<file path="src/rtl/cnn_pkg.sv">
// Shared CNN constants, MAC sequencer state encoding and the tap-count saturation helper.
package cnn_pkg;

  localparam int CNN_N        = 16;
  localparam int CNN_Q        = 8;
  localparam int CNN_MAX_TAPS = 25;
  localparam int CNN_ADDR_W   = 5;

  typedef enum logic [2:0] {
    S_IDLE    = 3'd0,
    S_CLEAR   = 3'd1,
    S_RUN     = 3'd2,
    S_DRAIN   = 3'd3,
    S_CAPTURE = 3'd4,
    S_OUT     = 3'd5
  } seq_state_t;

  function automatic int sat_taps(input int req, input int max_taps);
    return (req > max_taps) ? max_taps : req;
  endfunction

endpackage

</file>
<file path="src/rtl/tap_counter.sv">
// Tap address counter: sync clear, count enable, terminal flag when count is the last tap (num_i-1).
module tap_counter
  import cnn_pkg::*;
#(
  parameter int ADDR_W = CNN_ADDR_W
) (
  input  logic              clk,
  input  logic              reset,
  input  logic              clr_i,
  input  logic              en_i,
  input  logic [ADDR_W:0]   num_i,
  output logic [ADDR_W-1:0] count_o,
  output logic              term_o
);

  logic [ADDR_W-1:0] count_d;
  logic [ADDR_W-1:0] count_q;
  logic [ADDR_W:0]   count_p1;

  always_comb begin
    count_d = count_q;
    if (clr_i) begin
      count_d = '0;
    end else if (en_i) begin
      count_d = count_q + ADDR_W'(1);
    end
  end

  always_ff @(posedge clk or negedge reset) begin
    if (!reset) begin
      count_q <= '0;
    end else begin
      count_q <= count_d;
    end
  end

  // Compared one bit wider so a full-width tap count never aliases to zero.
  assign count_p1 = {1'b0, count_q} + (ADDR_W + 1)'(1);
  assign term_o   = (count_p1 == num_i);
  assign count_o  = count_q;

endmodule

</file>
<file path="src/rtl/mac_sequencer.sv">
// Sequences one window of buffer reads into an external MAC and hands the result out on valid/ready.
// Result valid num_taps+4 cycles after start is presented; SEQ_RELU_EN clamps negative results to zero.
module mac_sequencer
  import cnn_pkg::*;
#(
  parameter int N        = CNN_N,
  parameter int Q        = CNN_Q,
  parameter int MAX_TAPS = CNN_MAX_TAPS,
  parameter int ADDR_W   = CNN_ADDR_W
) (
  input  logic                clk,
  input  logic                reset,
  input  logic                start,
  input  logic [ADDR_W:0]     num_taps,
  output logic                busy,
  output logic                rd_en,
  output logic [ADDR_W-1:0]   rd_addr,
  output logic                mac_clr,
  output logic                mac_en,
  input  logic signed [N-1:0] mac_out,
  output logic                out_valid,
  input  logic                out_ready,
  output logic signed [N-1:0] out_data,
  output logic                done
);

  if (Q >= N || (1 << ADDR_W) < MAX_TAPS) begin : g_param_check
    $error("mac_sequencer: Q must be below N and ADDR_W must address MAX_TAPS entries");
  end

  seq_state_t          state_q;
  logic [ADDR_W:0]     taps_q;
  logic                busy_q;
  logic                rd_en_q;
  logic                mac_clr_q;
  logic                mac_en_q;
  logic                out_valid_q;
  logic signed [N-1:0] out_data_q;
  logic signed [N-1:0] capture_val;
  logic                cnt_clr;
  logic                cnt_en;
  logic                cnt_term;
  logic [ADDR_W-1:0]   cnt_addr;

  assign cnt_clr = (state_q == S_IDLE) && start;
  assign cnt_en  = (state_q == S_RUN) && !cnt_term;

  tap_counter #(
    .ADDR_W (ADDR_W)
  ) u_tap_counter (
    .clk     (clk),
    .reset   (reset),
    .clr_i   (cnt_clr),
    .en_i    (cnt_en),
    .num_i   (taps_q),
    .count_o (cnt_addr),
    .term_o  (cnt_term)
  );

`ifdef SEQ_RELU_EN
  assign capture_val = mac_out[N-1] ? '0 : mac_out;
`else
  assign capture_val = mac_out;
`endif

  always_ff @(posedge clk or negedge reset) begin
    if (!reset) begin
      state_q     <= S_IDLE;
      taps_q      <= '0;
      busy_q      <= 1'b0;
      rd_en_q     <= 1'b0;
      mac_clr_q   <= 1'b0;
      mac_en_q    <= 1'b0;
      out_valid_q <= 1'b0;
      out_data_q  <= '0;
    end else begin
      // Buffer data lands one cycle after the read strobe, so the MAC enable trails it.
      mac_en_q  <= rd_en_q;
      mac_clr_q <= 1'b0;
      case (state_q)
        S_IDLE: begin
          if (start) begin
            taps_q    <= (ADDR_W + 1)'(sat_taps(int'(num_taps), MAX_TAPS));
            busy_q    <= 1'b1;
            mac_clr_q <= 1'b1;
            state_q   <= S_CLEAR;
          end
        end
        S_CLEAR: begin
          if (taps_q == '0) begin
            state_q <= S_DRAIN;
          end else begin
            rd_en_q <= 1'b1;
            state_q <= S_RUN;
          end
        end
        S_RUN: begin
          if (cnt_term) begin
            rd_en_q <= 1'b0;
            state_q <= S_DRAIN;
          end
        end
        S_DRAIN: begin
          state_q <= S_CAPTURE;
        end
        S_CAPTURE: begin
          out_data_q  <= capture_val;
          out_valid_q <= 1'b1;
          state_q     <= S_OUT;
        end
        S_OUT: begin
          if (out_ready) begin
            out_valid_q <= 1'b0;
            busy_q      <= 1'b0;
            state_q     <= S_IDLE;
          end
        end
        default: begin
          state_q <= S_IDLE;
        end
      endcase
    end
  end

  assign busy      = busy_q;
  assign rd_en     = rd_en_q;
  assign rd_addr   = cnt_addr;
  assign mac_clr   = mac_clr_q;
  assign mac_en    = mac_en_q;
  assign out_valid = out_valid_q;
  assign out_data  = out_data_q;
  assign done      = out_valid_q && out_ready;

endmodule

</file>
<file path="config.mk">
export PLATFORM = sky130hd
export DESIGN_NAME = mac_sequencer
export DESIGN_NICKNAME = d
export VERILOG_FILES = /design/src/rtl/cnn_pkg.sv /design/src/rtl/tap_counter.sv /design/src/rtl/mac_sequencer.sv
export SDC_FILE = /design/constraint.sdc
export NUM_CORES = 1
export LEC_CHECK = 0
export ABC_CLOCK_PERIOD_IN_PS = 2060
export CAP_MARGIN = 15
export CORE_MARGIN = 2
export CORE_UTILIZATION = 41
export DETAILED_ROUTE_END_ITERATION = 8
export DONT_BUFFER_PORTS = 1
export PLACE_DENSITY = 0.64
export SYNTH_ARGS = -nofsm -noshare
export SYNTH_HDL_FRONTEND = slang
export SYNTH_HIERARCHICAL = 1
export SYNTH_SLANG_ARGS = --single-unit
</file>
<file path="constraint.sdc">
create_clock -name clk -period 2.06 [get_ports clk]
set_input_delay 0 -clock clk [delete_from_list [all_inputs] [get_ports clk]]
set_output_delay 0 -clock clk [all_outputs]
set_load 0.02 [all_outputs]
</file>
==> results of run 1 <==
## per-layer routing
layer  vias up  track usage, %  wire length [um]
met3         5           5.281               168
met1       540           18.53              1302
met4         0           6.888                36
met2        29           27.88              1640
li1        526               -                 -
met5         -               0                 0
## worst paths after layout
check	endpoint	slack (ps)	depth (start not counted)
max	u_tap_counter/count_o[1]$_DFFE_PN0P_	-3	9
max reg2reg	u_tap_counter/count_o[1]$_DFFE_PN0P_	-3	9
min reg2reg	mac_en$_DFF_PN0_	550	0
min	state_q[2]$_DFFE_PN0P_	10	2
min in group asynchronous	out_data[15]$_DFFE_PN0P_	170	2
max in group asynchronous	u_tap_counter/count_o[2]$_DFFE_PN0P_	1690	2
## area by class of cell
class                           count  area [sq um]
Clock buffer                        5         68.82
Sequential cell                    35         878.3
Multi-Input combinational cell     83         745.7
Fill cell                         309          1488
Inverter                            3         11.26
Timing Repair Buffer               42         399.1
Clock inverter                      2         37.54
Tap cell                           48         60.06
## cells in the mapped netlist, drive strengths merged
master and n:
dfrtp 35, nor3 2, and3 1, a31o 1, o22ai 2, nor2b 1, ha 1, inv 3
nor4b 2, o22a 1, a21o 1, a311o 1, xnor2 9, xor2 5, nand4 1, nor2 12
o21ai 3, a21oi 4, nand3 2, or3 1, nand2b 3, o211ai 1, mux2i 2, buf 5
nand3b 2, nand2 6, or4 1, nor4 1, and2 1, mux2 16
## state kept, by name (all words and copies together), names as in the netlist
signal	flops
out_data	16
state_q	3
mac_clr	1
mac_en	1
rd_en	1
taps_q	6
busy	1
out_valid	1
u_tap_counter/count_o	5
## critical path: cells and delay by family (launching register included)
| family | cells | cell delay (ps) |
|---|---|---|
| xor+xnor | 1 | 200 |
| buf+inv | 2 | 290 |
| flops | 1 | 410 |
| mux | 1 | 190 |
| simple gates | 5 | 880 |
## through the flow
step | setup TNS, ps | instance area, sq um | cells | setup WS, ps
CTS | -10.98 | 2131 | 214 | -10.98
detailed placement | -30.68 | 1714 | 178 | -28.64
global placement | 0 | 1714 | 178 | 42.96
global route | -228.3 | 2201 | 218 | -81.52
finish | -2.938 | 2201 | 218 | -2.938
floorplan | 0 | 1629 | 126 | 49.92
## cells by family after synthesis
group | count (synthesis) | share of synthesized area, %
AND/OR/NAND/NOR | 36 | 14.44
flip-flops | 35 | 55.25
multiplexers | 18 | 12.63
AO/OA/AOI/OAI | 14 | 5.762
XOR/XNOR | 14 | 7.735
buffers and inverters | 8 | 3.393
adder cells (fa/ha/maj) | 1 | 0.7891
## where the power goes
| group | internal, mW | switching [mW] | total [mW] |
|---|---|---|---|
| Combinational | 0.649 | 0.449 | 1.10 |
| Sequential | 0.971 | 0.525 | 1.50 |
| Clock | 0.353 | 0.231 | 0.584 |
## timing repair
| item | 4_1_cts | 5_1_grt |
|---|---|---|
| resized for setup | 2 | 9 |
| setup buffers | 2 | 4 |
| hold endpoints to repair | 59 | 0 |
| pin swaps | 0 | 6 |
| endpoints found under the setup margin | 3 | 8 |
| hold buffers | 28 | 0 |
| gates cloned | 0 | 0 |
==> results.toml, run 1 <==
[worst_setup_path]
timing.critical_path.slowest_stage_cell = "sky130_fd_sc_hd__dfrtp_2"
setup.worst_path.start = "u_tap_counter/count_o[0]$_DFFE_PN0P_"
crit_path_end_kind = "flip-flop"
timing.critical_path.slowest_cell_delay_ps = 410
cp_data_arrival_time_ps = 2230
crit_required_ps = 2230
regToRegStartpoint = "u_tap_counter/count_o[0]$_DFFE_PN0P_"
critical_path.max_fanout = 5
critPathKind = "flip-flop to flip-flop"
critPathLaunchType = "flip-flop"
cp_cell_sequence = "buf_6, and3_4, nand3_4, xnor2_4, nor4_4, nor4b_4, buf_4, mux2i_1, nor2_1"

[power_and_ir_drop]
p_per_area_mw_per_mm2 = 1444
power.ir.vdd_worst_v = 0.0006826
report.power.total_mw = 3.179
power.leakage_nw = 0.9219

[yosys]
synth_cell_type_count = 36
netlist_top_cells_area = "sky130_fd_sc_hd__dfrtp_1, sky130_fd_sc_hd__mux2_2, sky130_fd_sc_hd__xnor2_1"
synthesis.instances = 126
synth_sequential_area_ratio_pct = 55.25
yosys_warnings = 6
synth.avg_cell_area_sq_um = 12.58
post-synth-top-area-fraction_pct = 55.25
postSynthRegisterBits = 35
synth_nets = 153
yosys.area.top_type = "sky130_fd_sc_hd__dfrtp_1"
post_synth_instance_area_sq_mm = 0.001585

[sta]
final_max_slew_violation_count = 0
max_slew.worst_pin.slew_ps = 422.8
hold_viol = 0
finalWorstPathRequiredPeriod_ps = 2063
relSlewSlack_pct = 71.82
worst_clock_skew_ps = 9.273
final_min_period_over_clock_period_pct = 100.1
setup_ws_ps = -2.938
clock.fmax_ghz = 0.4847
setup_repair_after_global_routing_missed_its_margin = "yes"
setup-violations-final = 1
fin_worst_hold_slack_ps = 14.49

[die]
design.portCount = 53
die_area_sq_mm = 0.004380
die_height_um = 66.18
start_util_pct = 42.98
placeableCoreArea_sq_mm = 0.003689
dieWidth_um = 66.18
rows = 22

[route]
remaining_drc_errors = 0
antenna_left = 0
route.final.wire_length_um = 3147
detailedRoute.firstPassIterationCount = 4
avgRoutedWirePerCell_um = 14.44
vias_per_cell = 5.046
first_iter_violations = 20
num_vias = 1100

[run]
cap_violations = 0

[finish]
design.final.nets = 197
mostFrequentLayoutCells = "sky130_fd_sc_hd__dfrtp_1, sky130_fd_sc_hd__dlygate4sd3_1, sky130_fd_sc_hd__mux2_2"
mostFrequentLayoutCell = "sky130_fd_sc_hd__dfrtp_1"
share_of_cells_above_drive_strength_1_pct = 31.76
final_core_util_pct = 59.67
syn2layout_area_growth_pct = 38.83
n_antenna_cell = 0

[global_routing]
grt_pass1_wl_um = 5271
via_count_of_the_first_global_routing_pass = 1187
globalRoute.totalOverflow = 0
grt_max_degree = 36
globalRouteTotalUtil_pct = 16.29
grt_antenna_before_repair = 0

[worst_hold_path]
hold_class = "primary input to flip-flop"
hp-start = "out_ready"

[cts]
cts_max_path_bufs = 2
clock_sink_count = 35
clk_root_buffer_cell = "sky130_fd_sc_hd__clkbuf_8"
clock_input_transition_at_the_sequential_cells_of_the_worst_setup_and_hold_paths_ps = 70
h-tree-depth = 2
clk-insertion-delay-late_ps = 290
cts_tree = "built"
number_of_buffers_created_by_cts = 5

[placement]
place.detailed.hpwl_um = 2130
gpl.final_weighted_congestion = 0.8013
portBuffers = 0

[run_status]
run_status = "finished with violations"
violated_checks = "setup timing"
Power figures use the tool's default switching activity.
==> run 2: changes to the inputs <==
- PLACE_DENSITY: 0.64 -> 0.6
==> run 2 against run 1 <==
Compared with the run above:
- the flow now finishes without violations
- combinational power fell by 4%
- cell count fell by 1.4%
- non-clock buffer count fell by 4
- clock power rose by 11%
==> results.toml, run 2 (synthesis gave the netlist of run 1 again) <==
[run_status]
run_status = "finished, final reports clean"

[cts]
cts_tree = "built"
cts_max_path_bufs = 2
clk_root_buffer_cell = "sky130_fd_sc_hd__clkbuf_8"
clock_sink_count = 35
h-tree-depth = 2
clk-insertion-delay-late_ps = 290
number_of_buffers_created_by_cts = 5
clock_input_transition_at_the_sequential_cells_of_the_worst_setup_and_hold_paths_ps = 70

[sta]
hold_viol = 0
final_min_period_over_clock_period_pct = 95.72
final_max_slew_violation_count = 0
clock.fmax_ghz = 0.5072
relSlewSlack_pct = 65.49
setup_ws_ps = 88.23
fin_worst_hold_slack_ps = 15.03
max_slew.worst_pin.slew_ps = 515.4
setup-violations-final = 0
worst_clock_skew_ps = 8.510
fin_tns_setup_ps = 0
finalWorstPathRequiredPeriod_ps = 1972
setup_repair_after_global_routing_missed_its_margin = "yes"

[placement]
placed_area_sq_mm = 0.001714
portBuffers = 0
gpl.final_weighted_congestion = 0.8144
place.detailed.hpwl_um = 2034
preCtsSetupSlack_ps = 5.603
count_of_placed_standard_cells_including_taps = 178

[finish]
share_of_cells_above_drive_strength_1_pct = 29.94
final-seq-area_sq_um = 877.1
final_core_util_pct = 58.62
syn2layout_area_growth_pct = 36.38
design.final.nets = 193
final_design_area_no_fill_sq_mm = 0.002162
mostFrequentLayoutCells = "sky130_fd_sc_hd__dfrtp_1, sky130_fd_sc_hd__dlygate4sd3_1, sky130_fd_sc_hd__mux2_2"
mostFrequentLayoutCell = "sky130_fd_sc_hd__dfrtp_1"
n_antenna_cell = 0
final_cell_count_no_fill = 215
footprint_of_the_multi_input_gates_sq_um = 726.9
largest_register_ffs = 16
layout.filler_cells = 315

[die]
rows = 22
design.portCount = 53
dieWidth_um = 66.18
die_height_um = 66.18
start_util_pct = 42.98
die_area_sq_mm = 0.004380
placeableCoreArea_sq_mm = 0.003689

[worst_setup_path]
crit_path_end_kind = "flip-flop"
timing.critical_path.slowest_cell_delay_ps = 430
critPathBufInv = 1
timing.critical_path.slowest_stage_cell = "sky130_fd_sc_hd__dfrtp_1"
critical_path.most_common_cell = "sky130_fd_sc_hd__o21ai_1"
cp_top_family = "simple AND/OR/NAND/NOR gates"
critPathKind = "flip-flop to flip-flop"
critical_path.max_fanout = 3
setup.worst_path.start = "u_tap_counter/count_o[1]$_DFFE_PN0P_"
crit_required_ps = 2230
critPathLaunchType = "flip-flop"
cp_cell_sequence = "ha_4, xor2_1, or3_4, nor4_4, buf_4, nand3b_1, o21ai_1, o21ai_1"
regToRegStartpoint = "u_tap_counter/count_o[1]$_DFFE_PN0P_"
cp_data_arrival_time_ps = 2140

[power_and_ir_drop]
report.power.total_mw = 3.196
power.leakage_nw = 0.9174
p_per_area_mw_per_mm2 = 1478
power.ir.vdd_worst_v = 0.0008116

[global_routing]
grt_max_degree = 36
globalRoute.totalOverflow = 0
grt_antenna_before_repair = 0
grt_pass1_wl_um = 5140
via_count_of_the_first_global_routing_pass = 1097
globalRouteTotalUtil_pct = 16.52

[route]
route.final.wire_length_um = 3086
avgRoutedWirePerCell_um = 14.35
remaining_drc_errors = 0
detailedRoute.firstPassIterationCount = 4
first_iter_violations = 44
vias_per_cell = 4.958
num_vias = 1066
antenna_left = 0

[worst_hold_path]
hold_class = "primary input to flip-flop"
hp-start = "out_ready"

[run]
cap_violations = 0
==> run 2: area by class of cell <==
type                            instances  share of cell area (%)
Sequential cell                        35                   40.57
Multi-Input combinational cell         83                   33.62
Timing Repair Buffer                   38                   16.90
Clock buffer                            6                   3.819
Tap cell                               48                   2.778
Clock inverter                          2                   1.794
Inverter                                3                  0.5208
==> run 2: worst paths after layout <==
kind                                                        end  slack, ps  cells after the start
max                                           rd_en$_DFFE_PN0P_         90                      8
min                                      state_q[2]$_DFFE_PN0P_         20                      2
max reg2reg                                   rd_en$_DFFE_PN0P_         90                      8
min reg2reg                                    mac_en$_DFF_PN0_        540                      0
max in group asynchronous  u_tap_counter/count_o[0]$_DFFE_PN0P_       1700                      2
min in group asynchronous              out_data[11]$_DFFE_PN0P_        170                      2
==> run 2: layer usage <==
metal	up-vias	GRT usage, %	wire (um)
li1	516	-	-
met1	509	17.81	1287
met2	36	26.88	1562
met3	5	7.325	179
met4	0	9.184	57
met5	-	0	0
==> run 2: power breakdown <==
| group | switching [mW] | internal, mW | total [mW] |
|---|---|---|---|
| Clock | 0.251 | 0.398 | 0.649 |
| Sequential | 0.514 | 0.969 | 1.48 |
| Combinational | 0.452 | 0.612 | 1.06 |
==> run 2: worst register-to-register path, stage by stage (launching register included) <==
cell and delay (ps):
sky130_fd_sc_hd__dfrtp_1 430, sky130_fd_sc_hd__ha_4 260, sky130_fd_sc_hd__xor2_1 140, sky130_fd_sc_hd__or3_4 380, sky130_fd_sc_hd__nor4_4 210, sky130_fd_sc_hd__buf_4 170
sky130_fd_sc_hd__nand3b_1 60, sky130_fd_sc_hd__o21ai_1 130, sky130_fd_sc_hd__o21ai_1 70
==> run 2: timing repair <==
action / CTS / global route
pin swaps: 4 / 2
gates cloned: 0 / 0
hold buffers: 28 / 0
gates resized for setup: 3 / 4
hold endpoints to repair: 59 / 0
endpoints found under the setup margin: 1 / 5
setup buffers: 0 / 1
